==> src/rtl/back_iconch_controller_pkg.sv <==
// Shared types for the backend interconnect channel controller: FSM state,
// execution-unit address/data and the channel-side tx/rx structs.
package pkg_dtypes;

  localparam int EXEC_UNIT_DATA_W = 32;

  typedef enum logic [1:0] {
    IDLE    = 2'd0,
    FETCH   = 2'd1,
    DELIVER = 2'd2,
    DONE    = 2'd3
  } type_iconch_ctrl_state;

  typedef struct packed {
    logic [3:0] euidx;
    logic [3:0] regidx;
  } type_exec_unit_addr;

  typedef logic [EXEC_UNIT_DATA_W-1:0] type_exec_unit_data;

  typedef struct packed {
    logic               req_valid;
    logic               req_tx_valid;
    logic               data_valid_tx;
    type_exec_unit_data data_tx;
    type_exec_unit_addr src_addr;
  } type_icon_tx_channel_chside;

  typedef struct packed {
    type_exec_unit_data data_rx;
    logic               data_valid_rx;
    logic               success;
  } type_icon_rx_channel_chside;

endpackage

==> src/rtl/back_iconch_controller_rr_arbiter.sv <==
// Round-robin arbiter for the interconnect channel controller; the search
// starts at the registered pointer, which moves past the winner on advance.
module back_iconch_rr_arbiter #(
  parameter int NUM_REQ = 4,
  parameter int IDX_W   = $clog2(NUM_REQ)
) (
  input  logic               clk,
  input  logic               reset,
  input  logic [NUM_REQ-1:0] req,
  input  logic               advance,
  output logic [NUM_REQ-1:0] grant,
  output logic [IDX_W-1:0]   grant_idx
);

  logic [IDX_W-1:0] ptr;
  logic             found;
  int               cand;

  always_comb begin
    grant     = '0;
    grant_idx = '0;
    found     = 1'b0;
    cand      = 0;
    for (int i = 0; i < NUM_REQ; i++) begin
      cand = (int'(ptr) + i) % NUM_REQ;
      if (!found && req[IDX_W'(cand)]) begin
        found     = 1'b1;
        grant_idx = IDX_W'(cand);
      end
    end
    if (found) grant[grant_idx] = 1'b1;
  end

  always_ff @(posedge clk) begin
    if (reset) begin
      ptr <= '0;
    end else if (advance) begin
      ptr <= (grant_idx == IDX_W'(NUM_REQ - 1)) ? '0 : grant_idx + 1'b1;
    end
  end

endmodule

==> src/rtl/back_iconch_controller.sv <==
// Two-phase (fetch, deliver) sequencer for one backend interconnect channel.
// Optional fetch timeout with err_o reporting: define ICONCH_CTRL_TIMEOUT_EN.
//
// state   | meaning
// IDLE    | channel quiet, arbitrating requesters
// FETCH   | asking producer EU for data at src_addr
// DELIVER | broadcasting data_reg, waiting for success
// DONE    | one-cycle done_o/err_o pulse to the granted requester
module back_iconch_controller
  import pkg_dtypes::*;
#(
  parameter int NUM_REQ  = 4,
  parameter int MAX_WAIT = 15
) (
  input  logic                                     clk,
  input  logic                                     reset,
  input  logic [NUM_REQ-1:0]                       req_valid_i,
  input  type_exec_unit_addr [NUM_REQ-1:0]         req_addr_i,
  output logic [NUM_REQ-1:0]                       done_o,
  output logic [NUM_REQ-1:0]                       err_o,
  output logic                                     busy_o,
  output type_icon_tx_channel_chside               icon_tx_o,
  input  type_icon_rx_channel_chside               icon_rx_i
);

  localparam int IDX_W = $clog2(NUM_REQ);

  type_iconch_ctrl_state state;
  logic [NUM_REQ-1:0]    arb_grant;
  logic [IDX_W-1:0]      arb_idx;
  logic                  arb_advance;
  logic [NUM_REQ-1:0]    grant_q;
  type_exec_unit_addr    src_addr;
  type_exec_unit_data    data_reg;

  assign arb_advance = (state == IDLE) && (|req_valid_i);

  back_iconch_rr_arbiter #(
    .NUM_REQ (NUM_REQ),
    .IDX_W   (IDX_W)
  ) u_arb (
    .clk       (clk),
    .reset     (reset),
    .req       (req_valid_i),
    .advance   (arb_advance),
    .grant     (arb_grant),
    .grant_idx (arb_idx)
  );

`ifdef ICONCH_CTRL_TIMEOUT_EN
  localparam int CNT_W = $clog2(MAX_WAIT + 1);
  logic [CNT_W-1:0] wait_cnt;
`else
  assign err_o = '0;
`endif

  always_ff @(posedge clk) begin
    if (reset) begin
      state    <= IDLE;
      grant_q  <= '0;
      src_addr <= '0;
      data_reg <= '0;
      done_o   <= '0;
`ifdef ICONCH_CTRL_TIMEOUT_EN
      err_o    <= '0;
      wait_cnt <= '0;
`endif
    end else begin
      done_o <= '0;
`ifdef ICONCH_CTRL_TIMEOUT_EN
      err_o  <= '0;
`endif
      case (state)
        IDLE: begin
          if (|req_valid_i) begin
            grant_q  <= arb_grant;
            src_addr <= req_addr_i[arb_idx];
            state    <= FETCH;
`ifdef ICONCH_CTRL_TIMEOUT_EN
            wait_cnt <= '0;
`endif
          end
        end
        FETCH: begin
          // data_valid_rx takes priority; success is ignored in this phase
          if (icon_rx_i.data_valid_rx) begin
            data_reg <= icon_rx_i.data_rx;
            state    <= DELIVER;
`ifdef ICONCH_CTRL_TIMEOUT_EN
          end else if (wait_cnt == CNT_W'(MAX_WAIT - 1)) begin
            wait_cnt <= wait_cnt + 1'b1;
            err_o    <= grant_q;
            state    <= DONE;
          end else begin
            wait_cnt <= wait_cnt + 1'b1;
`endif
          end
        end
        DELIVER: begin
          if (icon_rx_i.success) begin
            done_o <= grant_q;
            state  <= DONE;
          end
        end
        DONE: begin
          state <= IDLE;
        end
        default: state <= IDLE;
      endcase
    end
  end

  // Channel drive is a pure decode of registered state: no rx-to-tx path.
  always_comb begin
    icon_tx_o = '0;
    case (state)
      FETCH: begin
        icon_tx_o.req_tx_valid = 1'b1;
        icon_tx_o.src_addr     = src_addr;
      end
      DELIVER: begin
        icon_tx_o.req_valid     = 1'b1;
        icon_tx_o.data_valid_tx = 1'b1;
        icon_tx_o.data_tx       = data_reg;
        icon_tx_o.src_addr      = src_addr;
      end
      default: icon_tx_o = '0;
    endcase
  end

  assign busy_o = (state != IDLE);

endmodule
==> config.mk <==
export PLATFORM = sky130hd
export DESIGN_NAME = back_iconch_controller
export DESIGN_NICKNAME = d
export VERILOG_FILES = /design/src/rtl/back_iconch_controller_pkg.sv /design/src/rtl/back_iconch_controller_rr_arbiter.sv /design/src/rtl/back_iconch_controller.sv
export SDC_FILE = /design/constraint.sdc
export NUM_CORES = 1
export LEC_CHECK = 0
export CORE_ASPECT_RATIO = 2
export CORE_MARGIN = 4
export CORE_UTILIZATION = 40
export DETAILED_ROUTE_END_ITERATION = 8
export PLACE_DENSITY_LB_ADDON = 0.25
export REMOVE_ABC_BUFFERS = 1
export SLEW_MARGIN = 0
export SYNTH_ARGS = -nofsm -noshare
export SYNTH_HDL_FRONTEND = slang
export SYNTH_SLANG_ARGS = --single-unit
==> constraint.sdc <==
create_clock -name clk -period 1.9 [get_ports clk]
set_input_delay 0.38 -clock clk [delete_from_list [all_inputs] [get_ports clk]]
set_output_delay 0.38 -clock clk [all_outputs]
set_load 0.005 [all_outputs]
==> results of run 1 <==
layout by cell type, fill, tap and decap left out, drive strengths merged:
master         instances
conb                   4
ha                     8
nand2b                 4
a22o                   1
o221ai                 8
inv                   11
mux2i                 22
nor4                   1
nand3                  8
nor2                   9
nand2                 67
clkdlybuf4s15          8
and2                  45
a21oi                 36
o22ai                  1
bufbuf                 1
and3                   1
clkbuf                 7
buf                   42
o211a                  1
dfxtp                 52
clkdlybuf4s50         76
a21o                   1
nor3                   2
a211oi                 1
dlygate4sd2           16
o22a                   1
clkinvlp               1
what timing repair did:
item | in CTS | in global routing
cloned | 2 | 0
setup endpoints to repair | 43 | 24
buffers inserted | 5 | 2
resized for setup | 112 | 12
pin swaps | 1 | 2
power breakdown:
group	internal [mW]	total, mW	switching [mW]	leakage, nW
registers	1.33	1.44	0.117	0.425
logic	1.03	1.88	0.848	1.26
clock network	0.525	0.909	0.384	0.0701
stage by stage:
stage,TNS [ps],power [mW],cells
2_1_floorplan,-93.1,2.30,284
3_3_place_gp,-3680,3.11,503
3_5_place_dp,-3700,3.16,503
4_1_cts,0,4.25,517
5_1_grt,-20.6,4.53,519
6_report,0,4.23,519
layout make-up:
class                   count  area, µm²
clock inverters             1       7.51
fillers                   516       2020
multi-input cells         221       1340
flip-flops and latches     52       1040
well taps                  84        105
inverters                  11       43.8
repair buffers            143       1350
clock buffers               7        143
cells by family after synthesis:
group / share of synthesized area, %
compound gates: 12.1
fa+ha+maj: 4.00
buf+inv: 7.20
flops: 41.6
mux: 8.80
other cells: 0.150
simple gates: 26.1
final timing paths:
check                              endpoint  depth (start not counted)
hold reg to reg   data_reg[31]$_SDFFE_PP0P_                          2
hold / removal    data_reg[31]$_SDFFE_PP0P_                          2
setup / recovery              icon_tx_o[13]                          5
setup reg to reg   src_addr[3]$_SDFFE_PP0P_                          6
per-layer routing:
metal  vias up  routed length, µm  GRT usage (%)
li1       1246                  -              -
met1      1091               2520           18.4
met2        97               3680           32.7
met3        11                457           4.21
met4         0                143           8.39
met5         -                  0              0
worst reg2reg max path: stages, from the launching register on:
cell	delay [ps]
dfxtp_1	360
a21o_1	170
a21oi_1	130
o22a_2	220
buf_12	180
mux2i_1	210
o221ai_1	140
==> flow_summary.toml, run 1 <==
[die]
die_h_um = 120
core_region_area_um2 = 6060
die_area_um2 = 7670
die_w_um = 63.9
io_pins = 124
start_util_pct = 41.3
num_rows = 40

[finish]
largest_register_ff_count = 32
drive_above_1_share_pct = 14.9
fin_area_um2 = 4030
nNetsFinal = 514
syn2layout_area_growth_pct = 61.0
fin_util_pct = 66.6
n_antenna_cell = 0

[timing]
drv_slew = 0
finClkSkew_ps = 1.31
min_period_over_period_pct = 97.2
fin_hold_ws_ps = 449
fin_ws_ps = 53.2
fin_crit_ps = 1850
fmax_mhz = 541
hold_viol = 0
finalSetupViolCount = 0

[drt]
viasPerCell = 4.71
wire_per_inst_um = 13.1
route.detailed.drc = 0
firstDrtPassIters = 4
ant_nets = 0
drtIter0Drc = 119
num_vias = 2445
wirelength_um = 6800

[clock_network]
numCtsBuffers = 5
cts.clk_slew.worst_paths_ps = 60
clock_path_buffers = 2
cts_tree = "done"
htree_levels = 2
hold_buffers = 0
clkLatencyLatePin_ps = 290
ctsRootBufferMaster = "clkbuf_16"
clock_sinks = 52

[synthesis]
yosysUniqueCellTypes = 28
synth-edff-count = 0
synth_area_um2 = 2500
synth_top_cell_area_share_pct = 41.6
synthArstFlopShare_pct = 0
yosysSeqAreaShare_pct = 41.6
synthTopCellsByArea = "dfxtp_1, and2_1, nand2_1"
yosysMostFrequentCell = "nand2_1"
yosysTopAreaCell = "dfxtp_1"
ys_top_cells_by_count = "nand2_1, dfxtp_1, and2_1, a21oi_1, mux2i_1"
avgSynthCellArea_um2 = 8.21
syn-instance-count = 305
ys.flop_type = "dfxtp_1"
ys_seq_elements = 52
synth_warnings = 0

[critical_path]
arrival_ps = 1470
start_kind = "flop"
critical_path.max_fanout = 9
slowest_stage = "dfxtp_2"
cp.required_ps = 1520
cp_num_buf_inv = 3
critical-path-top-delay-family = "buffers and inverters"
crit-reg2reg-launch = "u_arb.ptr[1]$_SDFFE_PP0P_"
end_kind = "output port"
max_stage_delay_ps = 330
worstSetupStartpoint = "state[1]$_SDFFE_PP0P_"
crit_path_cell_trace = "buf_4 > ha_4 > bufbuf_16 > and2_1 > buf_2"
r2r_slack_ps = 350
crit_type = "flop to output port"

[pwr]
power.density_nw_per_um2 = 1050
p_leak_nw = 1.75
irDropWorstVdd_mv = 0.670

[global_route]
grt_usage_pct = 17.8
grt_pass1_vias = 2404
antenna_found_initial = 0
grt_max_degree = 38
grt_pass1_wl_um = 10900
grt-ovfl-total = 0

[placed_design]
portBuffers = 119
place_congestion = 0.797
place_hpwl_um = 4840
dpl_cell_area_um2 = 3840
pre_cts_ws_ps = -301

[min_path]
hold_path_class = "flop to flop"
min-delay-start = "data_reg[31]$_SDFFE_PP0P_"

[status]
status = "finished clean"

[job]
cap_violations = 0
Power figures use the tool's default switching activity.
==> run 2: changes to the inputs <==
- CORE_UTILIZATION: 40 -> 43
- clock period: 1.9 -> 2.15 ns (I/O delays scaled with it)
==> run 2 against run 1 <==
Compared with the run above: sequential share of layout area increased by 0.14 points; largest power group unchanged; sequential power shrank 11%; clock skew rose by 2.2 ps; non-clock buffer count is 13 lower; worst setup slack worse by 19 ps; cell area fell by 0.53%; final cell count decreased by 7.3%; critical endpoint is now icon_tx_o[38].
==> flow_summary.toml, run 2 (same netlist as run 1, synthesis figures left out) <==
[global_route]
antenna_found_initial = 0
grt_pass1_wl_um = 10100
grt_pass1_vias = 2271
grt-ovfl-total = 0
grt_max_degree = 38
grt_usage_pct = 18.5

[pwr]
power.density_nw_per_um2 = 914
p_comb_share_pct = 41.3
switchingPower_mw = 1.16
p_leak_nw = 1.97
p_int_mw = 2.50
irDropWorstVdd_mv = 0.755
swShare_pct = 31.7
clkPwrFrac_pct = 23.7
sequentialPowerShare_pct = 35.0

[drt]
firstDrtPassIters = 5
drtIter0Drc = 110
route.detailed.drc = 0
wirelength_um = 6960
viasPerCell = 5.09
num_vias = 2447
wire_per_inst_um = 14.5
ant_nets = 0

[finish]
fillers = 466
nNetsFinal = 501
final_common_cell = "clkdlybuf4s50_1"
n_antenna_cell = 0
fin_util_pct = 70.8
ff_latch_area_um2 = 1040
syn2layout_area_growth_pct = 60.2
fin_area_um2 = 4010
drive_above_1_share_pct = 6.19
layout_common_cells = "clkdlybuf4s50_1, nand2_1, dfxtp_1"
largest_register_ff_count = 32
multi_input_area_um2 = 1320

[timing]
drv_slew = 0
finClkSkew_ps = 3.49
finalSetupViolCount = 0
fin_ws_ps = 34.7
rsz0062_at_grt = "yes"
fin_crit_ps = 2120
fmax_mhz = 473
fin_hold_ws_ps = 449
hold_viol = 0
tns_ps = 0
min_period_over_period_pct = 98.4

[placed_design]
portBuffers = 119
place_hpwl_um = 5080
pre_cts_ws_ps = -135
place_congestion = 0.789
dpl_cell_area_um2 = 3740

[die]
start_util_pct = 44.2
die_w_um = 62.0
io_pins = 124
core_region_area_um2 = 5660
die_area_um2 = 7180
die_h_um = 116
num_rows = 39

[critical_path]
start_kind = "flop"
cp.required_ps = 1720
arrival_ps = 1690
end_kind = "output port"
critical_path.max_fanout = 19
crit_type = "flop to output port"

[clock_network]
cts_tree = "done"
clock_sinks = 52
ctsRootBufferMaster = "clkbuf_16"
htree_levels = 2
clock_path_buffers = 2
hold_buffers = 0
clkLatencyLatePin_ps = 290
cts.clk_slew.worst_paths_ps = 60
numCtsBuffers = 5

[status]
status = "finished clean"

[min_path]
hold_path_class = "flop to flop"

[job]
cap_violations = 0
run 2: changes by cell type in the layout (fill, tap and decap cells not counted), moves of 2 or more:
cell,change
and2_1,+2
buf_4,-10
dlymetal6s2s_1,+22
buf_12,-2
buf_2,-19
clkdlybuf4s15_1,-7
and2_4,-2
dlygate4sd2_1,-15
clkdlybuf4s50_1,+20
run 2: worst paths after layout:
path	from	depth (start not counted)	slack, ps	endpoint
worst max register to register	u_arb.ptr[1]$_SDFFE_PP0P_	6	470	src_addr[3]$_SDFFE_PP0P_
worst min-delay path	data_reg[31]$_SDFFE_PP0P_	2	450	data_reg[31]$_SDFFE_PP0P_
worst max-delay path	state[0]$_SDFFE_PP0P_	5	30	icon_tx_o[38]
worst min register to register	data_reg[31]$_SDFFE_PP0P_	2	450	data_reg[31]$_SDFFE_PP0P_
run 2: final cells by class:
type / instances / share of cell area (%)
Sequential cell: 52 / 26.0
Inverter: 11 / 1.09
Clock buffer: 5 / 3.12
Clock inverter: 1 / 0.749
Timing Repair Buffer: 130 / 34.2
Multi-Input combinational cell: 221 / 32.9
Tap cell: 61 / 1.90
run 2: timing repair:
action | in CTS | in global routing
resized for setup | 11 | 22
cloned | 1 | 0
buffers inserted | 0 | 1
setup endpoints to repair | 40 | 39
run 2: metal layers:
metal	share of wire [%]	wire length (µm)	global-route usage [%]
met4	2.3	157	6.94
met2	55	3820	34.3
met3	7.8	546	3.79
met5	0	0	0
met1	35	2440	19.1
run 2: power by group through the flow:
| stage | Combinational (mW) | Sequential (mW) | Clock (mW) |
|---|---|---|---|
| after global routing | 1.67 | 1.31 | 0.918 |
| final | 1.51 | 1.28 | 0.870 |
| after CTS | 1.52 | 1.28 | 0.887 |
| after floorplan | 0.768 | 1.26 | 0 |
| after global placement | 1.38 | 1.28 | 0 |
| after detailed placement | 1.41 | 1.29 | 0 |
run 2: metrics by stage:
| stage | cells | total power, mW |
|---|---|---|
| CTS | 480 | 3.69 |
| finish | 481 | 3.67 |
| detailed placement | 473 | 2.71 |
| floorplan | 284 | 2.03 |
| global route | 481 | 3.89 |
| global placement | 473 | 2.66 |
run 2: critical path: stages, from the launching register on:
cell and delay (ps):
dfxtp_2 350, inv_4 80, ha_4 180, buf_12 150, and2_1 130, clkdlybuf4s50_1 500
==> run 3: changes to the inputs <==
- MAX_ROUTING_LAYER: not set -> met4
==> run 3 against run 2 <==
Compared with the run above: sequential share of layout area did not move; clock skew barely moved; clock power barely moved; utilization did not move; critical path type unchanged; largest cell class unchanged.
==> flow_summary.toml, run 3 (same netlist as run 1, synthesis figures left out) <==
[placed_design]
portBuffers = 119
place_hpwl_um = 5080
dp_cells = 473
dpl_cell_area_um2 = 3740
place_congestion = 0.800

[die]
num_rows = 39
start_util_pct = 44.2
core_region_area_um2 = 5660
die_h_um = 116
io_pins = 124
die_area_um2 = 7180
die_w_um = 62.0

[finish]
fin_area_um2 = 4010
n_antenna_cell = 0
fin_cells = 481
largest_register_ff_count = 32
nNetsFinal = 501
drive_above_1_share_pct = 6.19
layout_common_cells = "clkdlybuf4s50_1, nand2_1, dfxtp_1"
final_common_cell = "clkdlybuf4s50_1"
syn2layout_area_growth_pct = 60.2
fillers = 466
fin_util_pct = 70.8

[critical_path]
slowest_stage = "clkdlybuf4s50_1"
r2r_slack_ps = 480
start_kind = "flop"
cp.required_ps = 1720
reg2regPathDepth = 6
endpoint = "icon_tx_o[38]"
max_stage_delay_ps = 500
cp_num_buf_inv = 3
arrival_ps = 1690
rr_endpoint = "src_addr[3]$_SDFFE_PP0P_"
crit_type = "flop to output port"
cp_num_cells = 5
worstSetupStartpoint = "state[0]$_SDFFE_PP0P_"
critical-path-top-delay-family = "buffers and inverters"
end_kind = "output port"
critical_path.max_fanout = 19
crit-reg2reg-launch = "u_arb.ptr[1]$_SDFFE_PP0P_"
crit_path_cell_trace = "inv_4 > ha_4 > buf_12 > and2_1 > clkdlybuf4s50_1"

[drt]
num_vias = 2459
drtIter0Drc = 94
ant_nets = 0
wirelength_um = 6940
wire_per_inst_um = 14.4
route.detailed.drc = 0
viasPerCell = 5.11
firstDrtPassIters = 4

[pwr]
power.density_nw_per_um2 = 914
clkPwrFrac_pct = 23.7
p_leak_nw = 1.97
swShare_pct = 31.7
p_int_mw = 2.50
power_mw = 3.67
switchingPower_mw = 1.16
irDropWorstVdd_mv = 0.754
sequentialPowerShare_pct = 35.0
p_comb_share_pct = 41.3

[clock_network]
hold_buffers = 0
clock_path_buffers = 2
htree_levels = 2
clock_sinks = 52
ctsRootBufferMaster = "clkbuf_16"
numCtsBuffers = 5
clkLatencyLatePin_ps = 290
cts_tree = "done"
cts.clk_slew.worst_paths_ps = 60

[timing]
fmax_mhz = 473
rsz0062_at_grt = "yes"
finClkSkew_ps = 3.86
min_period_over_period_pct = 98.4
finalSetupViolCount = 0
drv_slew = 0
hold_viol = 0
fin_crit_ps = 2120

[status]
status = "finished clean"

[global_route]
grt-ovfl-total = 0
grt_pass1_vias = 2275
grt_usage_pct = 19.0
grt_pass1_wl_um = 10100
antenna_found_initial = 0
grt_max_degree = 38

[job]
cap_violations = 0

[min_path]
hold_path_class = "flop to flop"
run 3: area by class of cell:
class	instances	area [µm²]	share of cell area, %
Tap cell	61	76.3	1.90
Clock inverter	1	30.0	0.749
Sequential cell	52	1040	26.0
Inverter	11	43.8	1.09
Multi-Input combinational cell	221	1320	32.9
Clock buffer	5	125	3.12
Timing Repair Buffer	130	1370	34.2
run 3: layer usage:
layer | part of all wire, % | wire (µm) | track usage, % | vias up
li1 | - | - | - | 1214
met5 | 0 | 0 | - | -
met3 | 7.6 | 524 | 3.23 | 16
met2 | 55 | 3840 | 34.4 | 110
met4 | 2.3 | 161 | 6.94 | 0
met1 | 35 | 2410 | 19.3 | 1119
run 3: power by group through the flow:
stage	clock [mW]	combinational (mW)	sequential, mW
floorplan	0	0.768	1.26
global route	0.918	1.66	1.31
CTS	0.887	1.52	1.28
global placement	0	1.38	1.28
finish	0.869	1.51	1.28
detailed placement	0	1.41	1.29
run 3: timing repair:
item	4_1_cts	5_1_grt
endpoints found under the hold margin	0	0
setup endpoints to repair	40	39
buffers inserted	0	1
gates resized for setup	11	22
cloned	1	0
run 3: how the worst min path moves through the flow:
stage	slack (ps)	endpoint	depth (start not counted)	start
after CTS	450	data_reg[15]$_SDFFE_PP0P_	2	data_reg[15]$_SDFFE_PP0P_
final	450	data_reg[31]$_SDFFE_PP0P_	2	data_reg[31]$_SDFFE_PP0P_
after global placement	440	data_reg[21]$_SDFFE_PP0P_	2	data_reg[21]$_SDFFE_PP0P_
after floorplan	430	data_reg[0]$_SDFFE_PP0P_	2	data_reg[0]$_SDFFE_PP0P_
after detailed placement	440	data_reg[15]$_SDFFE_PP0P_	2	data_reg[15]$_SDFFE_PP0P_
after global routing	470	data_reg[18]$_SDFFE_PP0P_	2	data_reg[18]$_SDFFE_PP0P_
run 3: worst reg2reg max path, cell delays in order, from the launching register on:
cell and delay [ps]:
dfxtp_1 360, a21o_1 180, a21oi_1 150, o22a_1 300, buf_12 210, mux2i_1 210
o221ai_1 130
run 3: metrics by stage:
step	TNS (ps)	setup WS (ps)	hold slack, ps
2_1_floorplan	0	123	426
3_3_place_gp	-503	-64.8	437
3_5_place_dp	-1220	-135	443
4_1_cts	0	5.17	451
5_1_grt	-262	-33.8	468
6_report	0	34.6	450
